===== config.mk =====
export PLATFORM = sky130hd
export DESIGN_NAME = vjtag_dr_sync
export DESIGN_NICKNAME = d
export VERILOG_FILES = /design/src/rtl/vjtag_pkg.sv /design/src/rtl/vjtag_sync_edge.sv /design/src/rtl/vjtag_dr_sync.sv
export SDC_FILE = /design/constraint.sdc
export NUM_CORES = 1
export LEC_CHECK = 0
export BUFFER_PORTS_ARGS = -buffer_cell sky130_fd_sc_hd__buf_2
export CAP_MARGIN = 20
export CORE_ASPECT_RATIO = 0.8
export CORE_MARGIN = 2
export CORE_UTILIZATION = 48
export CTS_CLUSTER_DIAMETER = 200
export DETAILED_ROUTE_END_ITERATION = 8
export GPL_ROUTABILITY_DRIVEN = 1
export HOLD_SLACK_MARGIN = 0.02
export PLACE_DENSITY_LB_ADDON = 0.12
export SETUP_SLACK_MARGIN = 0.4
export SLEW_MARGIN = 15
export SYNTH_ARGS = -nofsm -noshare
export SYNTH_HDL_FRONTEND = slang
export SYNTH_SLANG_ARGS = --single-unit

===== constraint.sdc =====
create_clock -name CLOCK_50 -period 1.4 [get_ports CLOCK_50]
set_input_delay 0.28 -clock CLOCK_50 [delete_from_list [all_inputs] [get_ports CLOCK_50]]
set_output_delay 0.28 -clock CLOCK_50 [all_outputs]
set_load 0.01 [all_outputs]

===== src/rtl/vjtag_pkg.sv =====
// Shared constants and types for the virtual-JTAG DR oversampler.
package vjtag_pkg;

   localparam int DW_DEFAULT  = 8;
   localparam int IRW_DEFAULT = 3;
   localparam int LEN_W       = $clog2(DW_DEFAULT + 1);

   typedef enum logic {
      IDLE  = 1'b0,
      SHIFT = 1'b1
   } state_t;

   // Width of a bit counter that must reach dw inclusive.
   function automatic int len_width(input int dw);
      return $clog2(dw + 1);
   endfunction

endpackage


===== src/rtl/vjtag_sync_edge.sv =====
// Multi-flop synchroniser with registered history for rise/fall detection.
module vjtag_sync_edge #(
   parameter int unsigned STAGES = 2
) (
   input  logic clk,
   input  logic reset,
   input  logic d,
   output logic q,
   output logic rise,
   output logic fall
);

   logic [STAGES-1:0] chain;
   logic              hist;
   logic [STAGES:0]   fill;
   logic              primed;

   always_ff @(posedge clk) begin
      if (reset) begin
         chain <= '0;
         hist  <= 1'b0;
         fill  <= '0;
      end else begin
         chain <= {chain[STAGES-2:0], d};
         hist  <= chain[STAGES-1];
         fill  <= {fill[STAGES-1:0], 1'b1};
      end
   end

   // Edges are masked until chain and history hold real pin samples, so a
   // level already high at reset release is not mistaken for a fresh edge.
   assign primed = fill[STAGES];
   assign q      = chain[STAGES-1];
   assign rise   = primed & q & ~hist;
   assign fall   = primed & ~q & hist;

endmodule


===== src/rtl/vjtag_dr_sync.sv =====
// Oversamples vJTAG DR-scan signals in the CLOCK_50 domain, deserialises the
// scan and hands each Update-DR to user logic as a valid/ready command.
module vjtag_dr_sync
   import vjtag_pkg::*;
#(
   parameter int DW          = DW_DEFAULT,
   parameter int IRW         = IRW_DEFAULT,
   parameter int SYNC_STAGES = 2
) (
   input  logic                      CLOCK_50,
   input  logic                      reset,
   input  logic                      jtag_tck,
   input  logic                      jtag_tdi,
   input  logic                      jtag_sdr,
   input  logic                      jtag_udr,
   input  logic [IRW-1:0]            jtag_ir_in,
   output logic                      jtag_tdo,
   input  logic [DW-1:0]             rd_data,
   output logic                      cmd_valid,
   input  logic                      cmd_ready,
   output logic [IRW-1:0]            cmd_ir,
   output logic [DW-1:0]             cmd_data,
   output logic [$clog2(DW+1)-1:0]   cmd_len,
   output logic                      overflow
);

   localparam int LW = len_width(DW);

   logic tck_q, tck_rise, tck_fall;
   logic sdr_q, sdr_rise, sdr_fall;
   logic udr_q, udr_rise, udr_fall;

   vjtag_sync_edge #(.STAGES(SYNC_STAGES)) u_sync_tck (
      .clk(CLOCK_50), .reset(reset), .d(jtag_tck),
      .q(tck_q), .rise(tck_rise), .fall(tck_fall)
   );

   vjtag_sync_edge #(.STAGES(SYNC_STAGES)) u_sync_sdr (
      .clk(CLOCK_50), .reset(reset), .d(jtag_sdr),
      .q(sdr_q), .rise(sdr_rise), .fall(sdr_fall)
   );

   vjtag_sync_edge #(.STAGES(SYNC_STAGES)) u_sync_udr (
      .clk(CLOCK_50), .reset(reset), .d(jtag_udr),
      .q(udr_q), .rise(udr_rise), .fall(udr_fall)
   );

   logic unused_sync;
   assign unused_sync = ^{tck_q, tck_fall, sdr_q, udr_q, udr_fall};

   // Same depth as the tck chain so tdi_s is valid in the tck_rise cycle.
   logic [SYNC_STAGES-1:0] tdi_chain;
   logic [IRW-1:0]         ir_chain [SYNC_STAGES];
   logic                   tdi_s;
   logic [IRW-1:0]         ir_s;

   always_ff @(posedge CLOCK_50) begin
      if (reset) begin
         tdi_chain <= '0;
         for (int unsigned i = 0; i < SYNC_STAGES; i++) begin
            ir_chain[i] <= '0;
         end
      end else begin
         tdi_chain   <= {tdi_chain[SYNC_STAGES-2:0], jtag_tdi};
         ir_chain[0] <= jtag_ir_in;
         for (int unsigned i = 1; i < SYNC_STAGES; i++) begin
            ir_chain[i] <= ir_chain[i-1];
         end
      end
   end

   assign tdi_s = tdi_chain[SYNC_STAGES-1];
   assign ir_s  = ir_chain[SYNC_STAGES-1];

   state_t        state_q, state_d;
   logic          load_en, shift_en;
   logic [DW-1:0] shreg;
   logic [LW-1:0] bitcnt;
   logic          udr_rise_q;
   logic          slot_free;

   always_ff @(posedge CLOCK_50) begin
      if (reset) begin
         state_q <= IDLE;
      end else begin
         state_q <= state_d;
      end
   end

   always_comb begin
      state_d  = state_q;
      load_en  = 1'b0;
      shift_en = 1'b0;
      case (state_q)
         IDLE: begin
            if (sdr_rise) begin
               state_d = SHIFT;
               load_en = 1'b1;
            end
         end
         SHIFT: begin
            shift_en = tck_rise;
            if (sdr_fall) begin
               state_d = IDLE;
            end
         end
         default: state_d = IDLE;
      endcase
   end

   always_ff @(posedge CLOCK_50) begin
      if (reset) begin
         shreg  <= '0;
         bitcnt <= '0;
      end else if (load_en) begin
         shreg  <= rd_data;
         bitcnt <= '0;
      end else if (shift_en) begin
         shreg  <= {tdi_s, shreg[DW-1:1]};
         bitcnt <= (bitcnt == LW'(DW)) ? bitcnt : bitcnt + 1'b1;
      end
   end

   assign jtag_tdo  = shreg[0];
   assign slot_free = ~cmd_valid | cmd_ready;

   // The extra udr stage lets a shift landing in the same cycle settle first.
   always_ff @(posedge CLOCK_50) begin
      if (reset) begin
         udr_rise_q <= 1'b0;
         cmd_valid  <= 1'b0;
         cmd_ir     <= '0;
         cmd_data   <= '0;
         cmd_len    <= '0;
         overflow   <= 1'b0;
      end else begin
         udr_rise_q <= udr_rise;
         if (udr_rise_q) begin
            if (slot_free) begin
               cmd_ir    <= ir_s;
               cmd_data  <= shreg;
               cmd_len   <= bitcnt;
               cmd_valid <= 1'b1;
            end else begin
               overflow <= 1'b1;
            end
         end else if (cmd_valid && cmd_ready) begin
            cmd_valid <= 1'b0;
         end
      end
   end

endmodule


[Yosys cells after proc, flatten, opt, wreduce, memory -nomap -nowiden]
Memories as Yosys holds them, arrays and structs flattened. A register that Yosys moved wholly into a read port is not among the register bits.
Index checks and enable logic that the tools add are counted.
Word-level totals
  memories: 1
  word-level logic and storage cells: 70
  bits in registers: 48
  bits of input ports: 18
  output and inout port bits: 18
  RAM bits: 6
Memory list
  ir_chain: words 2, width 3, read ports 2, clocked after memory_dff 1, wr ports 2, line vjtag_dr_sync.sv:53  | logic [IRW-1:0] ir_chain [SYNC_STAGES];
Cells by class
  bitwise operators: 19
  reduce and logical (&&, ||, !) cells: 8
  add/sub/neg operators: 1
  equal/unequal tests: 2
  mux-type cells: 18
Operators with widths (count)
  $mux W8: 2
  $mux W1: 13
  $and A1 B1 Y1: 8
  $not A1 Y1: 8
  $reduce_and A2 Y1: 4
  $mux W3: 2
  $add A4 B1 Y4 const B: 1
  $eq A4 B4 Y1 const B: 1
  $reduce_bool A2 Y1: 2
  $or A1 B1 Y1: 3
  $ne A2 B1 Y1 const B: 1
  $pmux W1 S2: 1
  $reduce_or A2 Y1: 1
  $logic_and A1 B1 Y1: 1

[Logic depth before layout (Yosys ltp)]
Gate-level depths: netlist of run 1.
  depth after elaboration: 5
  depth in mapped cells: 5
  depth with buffers taken out: 5

[By module]
From an unflattened synthesis of run 1, not the netlist that was laid out.
Unflattened totals
  cells, all modules: 213
  area total of the unflattened synthesis: 2023.2 um^2
By module, submodules not included
  vjtag_dr_sync: area each 1505.2 um^2, seq. area each 780.7 um^2, instances 1, cells each 171
  vjtag_sync_edge: area each 172.7 um^2, seq. area each 120.1 um^2, instances 3, cells each 14

[Least setup slack after synthesis of run 1]
Ideal clock, no wire load.
  path type: reg2reg
  start point: register bitcnt[0]
  end point: register bitcnt[2]
  setup slack: 42 ps
  cell stages (with the launch flop): 6
  data required time: 1330 ps
  period minus slack after synthesis: 1358 ps
  data arrival time: 1288 ps
  path buffers: 0
  library setup time: 70 ps
  cell sequence: dfxtp_1 -> inv_1 -> ha_1 -> and3b_1 -> or4_1 -> a21oi_1
On the way
  longest elaborated chain between the ends: 3
  elaborated cells on any way between the ends: 4
  classes of those cells: add/sub (1); eq/ne (1); bitwise (1); reduce/logical (1)
Ends and longest elaborated chain
  start, declared: line vjtag_dr_sync.sv:78  | logic [LW-1:0] bitcnt;
  start signal, assigned: line vjtag_dr_sync.sv:120  | bitcnt <= (bitcnt == LW'(DW)) ? bitcnt : bitcnt + 1'b1;
  branches (longest 3 deep; another with $add A4 B1 Y4)
Parallel ways; which one is timed is not known.
A chain may end at the register's enable or synchronous reset.

[Worst setup path after layout of run 1]
Same ends and word-level chain as after synthesis.

==> impl_metrics.xml, run 1 <==
<?xml version="1.0" encoding="UTF-8"?>
<metrics>
  <group name="run_status">
    <metric name="run_status" unit="">completed</metric>
  </group>
  <group name="clock_network">
    <metric name="numClockSinks" unit="">51</metric>
    <metric name="tritoncts" unit="">yes</metric>
    <metric name="ctsHtreeMaxLevel" unit="">2</metric>
    <metric name="clock_tree.root_cell" unit="">clkbuf_8</metric>
    <metric name="post_cts_hold_buffers" unit="">0</metric>
    <metric name="worst_setup_hold_path_clk_slew" unit="ns">0.09</metric>
    <metric name="ctsLongestPathBuffers" unit="">2</metric>
    <metric name="clock_latency" unit="ns">0.30</metric>
    <metric name="tritoncts.num_buffers" unit="">5</metric>
  </group>
  <group name="sta">
    <metric name="report.final.hold_viol_count" unit="">0</metric>
    <metric name="timing_worst_slew_pin_value" unit="ns">0.3117</metric>
    <metric name="grt_setup_unrepaired" unit="">yes</metric>
    <metric name="fmax" unit="MHz">738.0</metric>
    <metric name="drv_slew" unit="">0</metric>
    <metric name="timing.clock.skew" unit="ns">0.004015</metric>
    <metric name="timing.slew.headroom" unit="">0.7922</metric>
    <metric name="totalNegativeSetupSlack" unit="ns">0</metric>
    <metric name="final.min_clock_period" unit="ns">1.355</metric>
    <metric name="period_share" unit="">0.9678</metric>
    <metric name="report.final.setup_viol" unit="">0</metric>
  </group>
  <group name="job">
    <metric name="max_cap_violations" unit="">0</metric>
  </group>
  <group name="place">
    <metric name="globalplace.congestion" unit="">0.7178</metric>
    <metric name="detailedPlacementHpwl" unit="µm">2587</metric>
    <metric name="placed_cell_area" unit="µm²">2096</metric>
    <metric name="buffer_ports.inserted" unit="">35</metric>
    <metric name="post-place-cells" unit="">260</metric>
  </group>
  <group name="synth">
    <metric name="ys_warn_count" unit="">0</metric>
    <metric name="synthTopCellsByArea" unit="">dfxtp_1 57%, a21oi_1 8.0%, nand3_1 6.9%</metric>
    <metric name="synth.yosys.seq_area_share" unit="">0.5655</metric>
    <metric name="postSynthNetCount" unit="">212</metric>
    <metric name="ys_ff_latch" unit="">51</metric>
    <metric name="synthDominantCellAreaShare" unit="">0.5655</metric>
    <metric name="yosys.area.top_type" unit="">dfxtp_1</metric>
    <metric name="synthesis.area" unit="µm²">1805</metric>
    <metric name="synth.distinct_cells" unit="">24</metric>
    <metric name="netlist_instances" unit="">192</metric>
    <metric name="postSynthAreaPerCell" unit="µm²">9.404</metric>
  </group>
  <group name="routing">
    <metric name="viasPerCell" unit="">5.571</metric>
    <metric name="total_wire_length" unit="µm">4196</metric>
    <metric name="ant_nets" unit="">0</metric>
    <metric name="initialDrtViolationCount" unit="">69</metric>
    <metric name="detail_route.drc_violations" unit="">0</metric>
    <metric name="vias" unit="">1599</metric>
    <metric name="post_drt_wl_per_cell" unit="µm">14.62</metric>
    <metric name="number_of_iterations_in_the_first_detailed_routing_pass" unit="">4</metric>
  </group>
  <group name="global_route">
    <metric name="grt_start_max_net_pins" unit="">32</metric>
    <metric name="grt_overflow_total" unit="">0</metric>
    <metric name="grt_pass1_vias" unit="">1554</metric>
    <metric name="grt_usage" unit="">0.1973</metric>
    <metric name="wire_length_of_the_first_global_routing_pass" unit="µm">6582</metric>
    <metric name="antenna_found_initial" unit="">0</metric>
  </group>
  <group name="cells_and_area">
    <metric name="syn2layout_area_growth" unit="%">44.49</metric>
    <metric name="fin_util" unit="">0.7415</metric>
    <metric name="fill_cells" unit="">262</metric>
    <metric name="finalInstanceArea" unit="µm²">2609</metric>
    <metric name="final_layout_size_suffix_gt1_frac" unit="">0.5061</metric>
    <metric name="mostFrequentLayoutCell" unit="">a21oi_1</metric>
    <metric name="diodes" unit="">0</metric>
    <metric name="finalNonFillerCells" unit="">287</metric>
    <metric name="total_area_of_multi_input_combinational_cells" unit="µm²">852.1</metric>
    <metric name="num-nets-final" unit="">264</metric>
    <metric name="layout.area.seq" unit="µm²">1060</metric>
    <metric name="mostFrequentLayoutCells" unit="">28 x a21oi_1, 27 x buf_6, 26 x dfxtp_1</metric>
  </group>
  <group name="die">
    <metric name="dieHeight" unit="µm">58.86</metric>
    <metric name="coreArea" unit="µm²">3518</metric>
    <metric name="die_area" unit="µm²">4271</metric>
    <metric name="start_util" unit="">0.5132</metric>
    <metric name="io-pin-count" unit="">36</metric>
    <metric name="die_w" unit="µm">72.57</metric>
    <metric name="fp-row-count" unit="">19</metric>
  </group>
  <group name="power_and_ir_drop">
    <metric name="static-leakage-power" unit="µW">0.001012</metric>
    <metric name="ir_worst_vdd" unit="µV">711.6</metric>
    <metric name="power.density_cell_area" unit="nW/µm²">932.5</metric>
    <metric name="power" unit="µW">2433</metric>
  </group>
  <group name="worst_setup_path">
    <metric name="timing.critical_path.arrival" unit="ns">1.59</metric>
    <metric name="timing.critical_path.from_type" unit="">flop</metric>
    <metric name="setup.worst_path.end_class" unit="">flop</metric>
    <metric name="cp_data_required_time" unit="ns">1.63</metric>
    <metric name="critical_path.reg2reg.startpoint" unit="">bitcnt[0]</metric>
    <metric name="critPathMaxFanout" unit="">3</metric>
    <metric name="timing.critical_path.to" unit="">bitcnt[2]</metric>
    <metric name="r2r_slack" unit="ns">0.05</metric>
    <metric name="rr_endpoint" unit="">bitcnt[2]</metric>
    <metric name="timing.setup.critical_path_class" unit="">reg -&gt; reg</metric>
    <metric name="timing.reg2reg.worst_path_depth" unit="">5</metric>
    <metric name="worstSetupStartpoint" unit="">bitcnt[0]</metric>
  </group>
  <group name="worst_hold_path">
    <metric name="hold_class" unit="">in -&gt; reg</metric>
  </group>
</metrics>
==> synthesized netlist by cell type, drive strengths merged <==
master,n
nand2b,1
nor2b,20
clkbuf,14
nand3,25
nand4bb,1
and4bb,1
nor2,2
o21ai,20
buf,1
a2bb2oi,1
and3b,2
nand2,3
dfxtp,51
a31oi,1
a22oi,7
ha,2
or3,1
or4,1
a21oi,29
nand3b,1
nand4b,1
and4b,1
or2b,1
inv,5
==> worst min-delay path by stage <==
stage	slack, ns	endpoint	from	cells after the start
4_1_cts	0.18	tdi_chain[0]	jtag_tdi	2
5_1_grt	0.18	tdi_chain[0]	jtag_tdi	2
2_1_floorplan	0.41	ir_chain[0][0]	jtag_ir_in[0]	1
6_report	0.18	ir_chain[0][0]	jtag_ir_in[0]	2
3_5_place_dp	0.42	tdi_chain[1]	tdi_chain[0]	1
3_3_place_gp	0.42	u_sync_sdr.chain[1]	u_sync_sdr.chain[0]	1
==> metrics by stage <==
step | hold WS (ns) | setup WS, ns
after floorplan | 0.4082 | 0.1296
after global placement | 0.4183 | 0.1162
after detailed placement | 0.4247 | 0.04187
after CTS | 0.1813 | 0.07060
after global routing | 0.1774 | 0.003750
final | 0.1811 | 0.04502
==> sequential cells by signal (all words and copies together) (netlist names), 2 cells and up <==
| name | flops |
|---|---|
| ir_chain | 6 |
| cmd_len | 4 |
| u_sync_tck.chain | 2 |
| shreg | 8 |
| u_sync_sdr.chain | 2 |
| cmd_data | 8 |
| u_sync_udr.chain | 2 |
| u_sync_udr.fill | 3 |
| cmd_ir | 3 |
| tdi_chain | 2 |
| bitcnt | 4 |
==> critical path, cell delays in order, from the launching register on <==
cell	delay, ns
dfxtp_2	0.36
inv_2	0.06
ha_4	0.15
and3b_1	0.17
or4_1	0.40
a21oi_1	0.15
==> power by group <==
group	switching (µW)	internal (µW)	leakage (µW)
registers	18.9	1480	0.000428
clock network	482	352	0.0000483
logic	49.4	53.0	0.000536
==> repair_timing <==
item / CTS / global route
pin swaps: 4 / 28
setup buffers: 9 / 9
gates resized for setup: 46 / 35
gates cloned: 0 / 1
setup endpoints to repair: 40 / 46
==> area by class of cell <==
cell class	instances	share of cell area
Multi-Input combinational cell	121	0.3266
Tap cell	42	0.02014
Clock buffer	5	0.02638
Sequential cell	51	0.4062
Inverter	5	0.008633
Timing Repair Buffer	60	0.2048
Clock inverter	3	0.007194
==> per-layer routing <==
metal  share of wire  GRT usage  routed length, µm
met3           0.042    0.05308                178
met5               0          0                  0
met4           0.011    0.08730                 46
met2            0.50     0.3468               2111
met1            0.44     0.2260               1859
==> kinds of logic after synthesis <==
logic type	Yosys count	share of synthesized area
buffers and inverters	20	0.04227
adders and majority gates	2	0.01386
AOI/OAI and AO/OA	58	0.1733
DFF	51	0.5655
and+or+nand+nor	61	0.2051
Power figures use the tool's default switching activity.
==> inputs of run 2 (changes only) <==
--- a/config.mk
+++ b/config.mk
@@ -14,7 +14,7 @@
 export DETAILED_ROUTE_END_ITERATION = 8
 export GPL_ROUTABILITY_DRIVEN = 1
 export HOLD_SLACK_MARGIN = 0.02
-export PLACE_DENSITY_LB_ADDON = 0.12
+export PLACE_DENSITY = 0.71
 export SETUP_SLACK_MARGIN = 0.4
 export SLEW_MARGIN = 15
 export SYNTH_ARGS = -nofsm -noshare
==> impl_metrics.xml, run 2 (same netlist as run 1, synthesis figures left out) <==
<?xml version="1.0" encoding="UTF-8"?>
<metrics>
  <group name="run_status">
    <metric name="run_status" unit="">completed</metric>
  </group>
  <group name="worst_hold_path">
    <metric name="hold_class" unit="">in -&gt; reg</metric>
  </group>
  <group name="power_and_ir_drop">
    <metric name="combPwrFrac" unit="">0.049</metric>
    <metric name="ir_worst_vdd" unit="µV">962.0</metric>
    <metric name="share_of_total_power_in_the_clock_network" unit="">0.405</metric>
    <metric name="netSwitchingFraction" unit="">0.2221</metric>
    <metric name="static-leakage-power" unit="µW">0.001085</metric>
    <metric name="seqPwrFrac" unit="">0.546</metric>
    <metric name="power.density_cell_area" unit="nW/µm²">967.0</metric>
    <metric name="total_switching_power" unit="µW">607.7</metric>
    <metric name="p_int" unit="µW">2128</metric>
  </group>
  <group name="die">
    <metric name="start_util" unit="">0.5132</metric>
    <metric name="io-pin-count" unit="">36</metric>
    <metric name="dieHeight" unit="µm">58.86</metric>
    <metric name="fp-row-count" unit="">19</metric>
    <metric name="die_w" unit="µm">72.57</metric>
    <metric name="coreArea" unit="µm²">3518</metric>
    <metric name="die_area" unit="µm²">4271</metric>
  </group>
  <group name="worst_setup_path">
    <metric name="critPathMaxFanout" unit="">3</metric>
    <metric name="cp_data_required_time" unit="ns">1.65</metric>
    <metric name="worst-path-buf-inv" unit="">1</metric>
    <metric name="setup.worst_path.end_class" unit="">flop</metric>
    <metric name="path_delay_family" unit="">simple AND/OR/NAND/NOR gates</metric>
    <metric name="timing.critical_path.from_type" unit="">flop</metric>
    <metric name="timing.critical_path.cells" unit="">inv_4 -&gt; ha_4 -&gt; and3b_2 -&gt; or4_4 -&gt; a21oi_2</metric>
    <metric name="r2r_slack" unit="ns">0.006</metric>
    <metric name="library_cell_contributing_the_largest_single_delay_on_the_critical_path" unit="">or4_4</metric>
    <metric name="timing.setup.critical_path_class" unit="">reg -&gt; reg</metric>
    <metric name="timing.critical_path.arrival" unit="ns">1.65</metric>
    <metric name="critical_path.max_stage_delay" unit="ns">0.42</metric>
  </group>
  <group name="routing">
    <metric name="initialDrtViolationCount" unit="">109</metric>
    <metric name="detail_route.drc_violations" unit="">0</metric>
    <metric name="vias" unit="">1737</metric>
    <metric name="post_drt_wl_per_cell" unit="µm">19.03</metric>
    <metric name="number_of_iterations_in_the_first_detailed_routing_pass" unit="">4</metric>
    <metric name="ant_nets" unit="">0</metric>
    <metric name="total_wire_length" unit="µm">5577</metric>
    <metric name="viasPerCell" unit="">5.928</metric>
  </group>
  <group name="job">
    <metric name="max_cap_violations" unit="">0</metric>
  </group>
  <group name="place">
    <metric name="globalplace.congestion" unit="">0.7114</metric>
    <metric name="buffer_ports.inserted" unit="">35</metric>
    <metric name="placed_cell_area" unit="µm²">2103</metric>
    <metric name="detailedPlacementHpwl" unit="µm">2722</metric>
  </group>
  <group name="clock_network">
    <metric name="post_cts_hold_buffers" unit="">0</metric>
    <metric name="tritoncts" unit="">yes</metric>
    <metric name="tritoncts.num_buffers" unit="">5</metric>
    <metric name="ctsHtreeMaxLevel" unit="">2</metric>
    <metric name="worst_setup_hold_path_clk_slew" unit="ns">0.10</metric>
    <metric name="clock_tree.root_cell" unit="">clkbuf_8</metric>
    <metric name="clock_latency" unit="ns">0.31</metric>
    <metric name="numClockSinks" unit="">51</metric>
    <metric name="ctsLongestPathBuffers" unit="">2</metric>
  </group>
  <group name="cells_and_area">
    <metric name="final_layout_size_suffix_gt1_frac" unit="">0.5896</metric>
    <metric name="finalInstanceArea" unit="µm²">2829</metric>
    <metric name="mostFrequentLayoutCell" unit="">buf_6</metric>
    <metric name="syn2layout_area_growth" unit="%">56.69</metric>
    <metric name="num-nets-final" unit="">270</metric>
    <metric name="mostFrequentLayoutCells" unit="">30 x buf_6, 26 x dfxtp_1, 24 x nand3_1</metric>
    <metric name="largestRegisters" unit="">cmd_data (8), shreg (8), ir_chain (6)</metric>
    <metric name="diodes" unit="">0</metric>
  </group>
  <group name="sta">
    <metric name="final.hold.worst_slack" unit="ns">0.1715</metric>
    <metric name="grt_setup_unrepaired" unit="">yes</metric>
    <metric name="report.final.hold_viol_count" unit="">0</metric>
    <metric name="drv_slew" unit="">0</metric>
    <metric name="fmax" unit="MHz">717.1</metric>
    <metric name="period_share" unit="">0.9960</metric>
    <metric name="report.final.setup_viol" unit="">0</metric>
    <metric name="final.min_clock_period" unit="ns">1.394</metric>
    <metric name="timing_worst_slew_pin_value" unit="ns">0.2932</metric>
    <metric name="totalNegativeSetupSlack" unit="ns">0</metric>
    <metric name="timing.slew.headroom" unit="">0.8045</metric>
    <metric name="timing.clock.skew" unit="ns">0.009989</metric>
  </group>
  <group name="global_route">
    <metric name="grt_usage" unit="">0.2333</metric>
    <metric name="antenna_found_initial" unit="">0</metric>
    <metric name="grt_start_max_net_pins" unit="">22</metric>
    <metric name="grt_pass1_vias" unit="">1578</metric>
    <metric name="wire_length_of_the_first_global_routing_pass" unit="µm">7500</metric>
    <metric name="grt_overflow_total" unit="">0</metric>
  </group>
</metrics>
-- run 2: changes by cell type in the layout (fill, tap and decap cells not counted), sizes merged --
cell and change:
clkinvlp +1, bufinv +1, clkbuf +2, buf +4, clkinv -2
-- run 2: final timing paths --
check	from	end	cells past startpoint
max	bitcnt[0]	bitcnt[2]	5
min	jtag_sdr	u_sync_sdr.chain[0]	2
max reg2reg	bitcnt[0]	bitcnt[2]	5
min reg2reg	u_sync_udr.chain[0]	u_sync_udr.chain[1]	1
-- run 2: area by class of cell --
class / instances / area (µm²)
fill: 209 / 689.4
inverter: 5 / 25.02
timing repair inverter: 1 / 7.507
sequential: 51 / 1070
timing repair buffer: 65 / 598.1
tap: 42 / 52.55
clock buffer: 6 / 82.58
clock inverter: 2 / 38.79
multi-input combinational: 121 / 954.7
-- run 2: power by group through the flow --
stage               Sequential [µW]  Clock, µW  Combinational [µW]
finish                         1490       1110                 135
global route                   1500       1160                 143
CTS                            1500       1100                 110
detailed placement             1530          0                97.1
global placement               1530          0                92.1
floorplan                      1530          0                54.1
-- run 2: per-layer routing --
| metal | global-route usage | share of wire | up-vias |
|---|---|---|---|
| li1 | - | - | 788 |
| met1 | 0.2721 | 0.38 | 824 |
| met2 | 0.4182 | 0.50 | 101 |
| met3 | 0.05822 | 0.074 | 24 |
| met4 | 0.08201 | 0.039 | 0 |
| met5 | 0 | 0 | - |
-- run 2: repair_timing --
action / 4_1_cts / 5_1_grt
endpoints found under the setup margin: 42 / 45
pin swaps: 24 / 34
gates resized for setup: 53 / 59
setup buffers: 13 / 7
gates cloned: 2 / 2
-- run 2: per-stage QoR --
| stage | total power (µW) | util | std cells | worst slack, ns |
|---|---|---|---|---|
| after detailed placement | 1628 | 0.5978 | 261 | 0.02539 |
| final | 2736 | 0.8041 | 293 | 0.005541 |
| after global routing | 2804 | 0.8041 | 293 | -0.01744 |
| after global placement | 1621 | 0.5978 | 261 | 0.1207 |
| after CTS | 2703 | 0.7208 | 284 | 0.04769 |
| after floorplan | 1580 | - | 192 | 0.1296 |
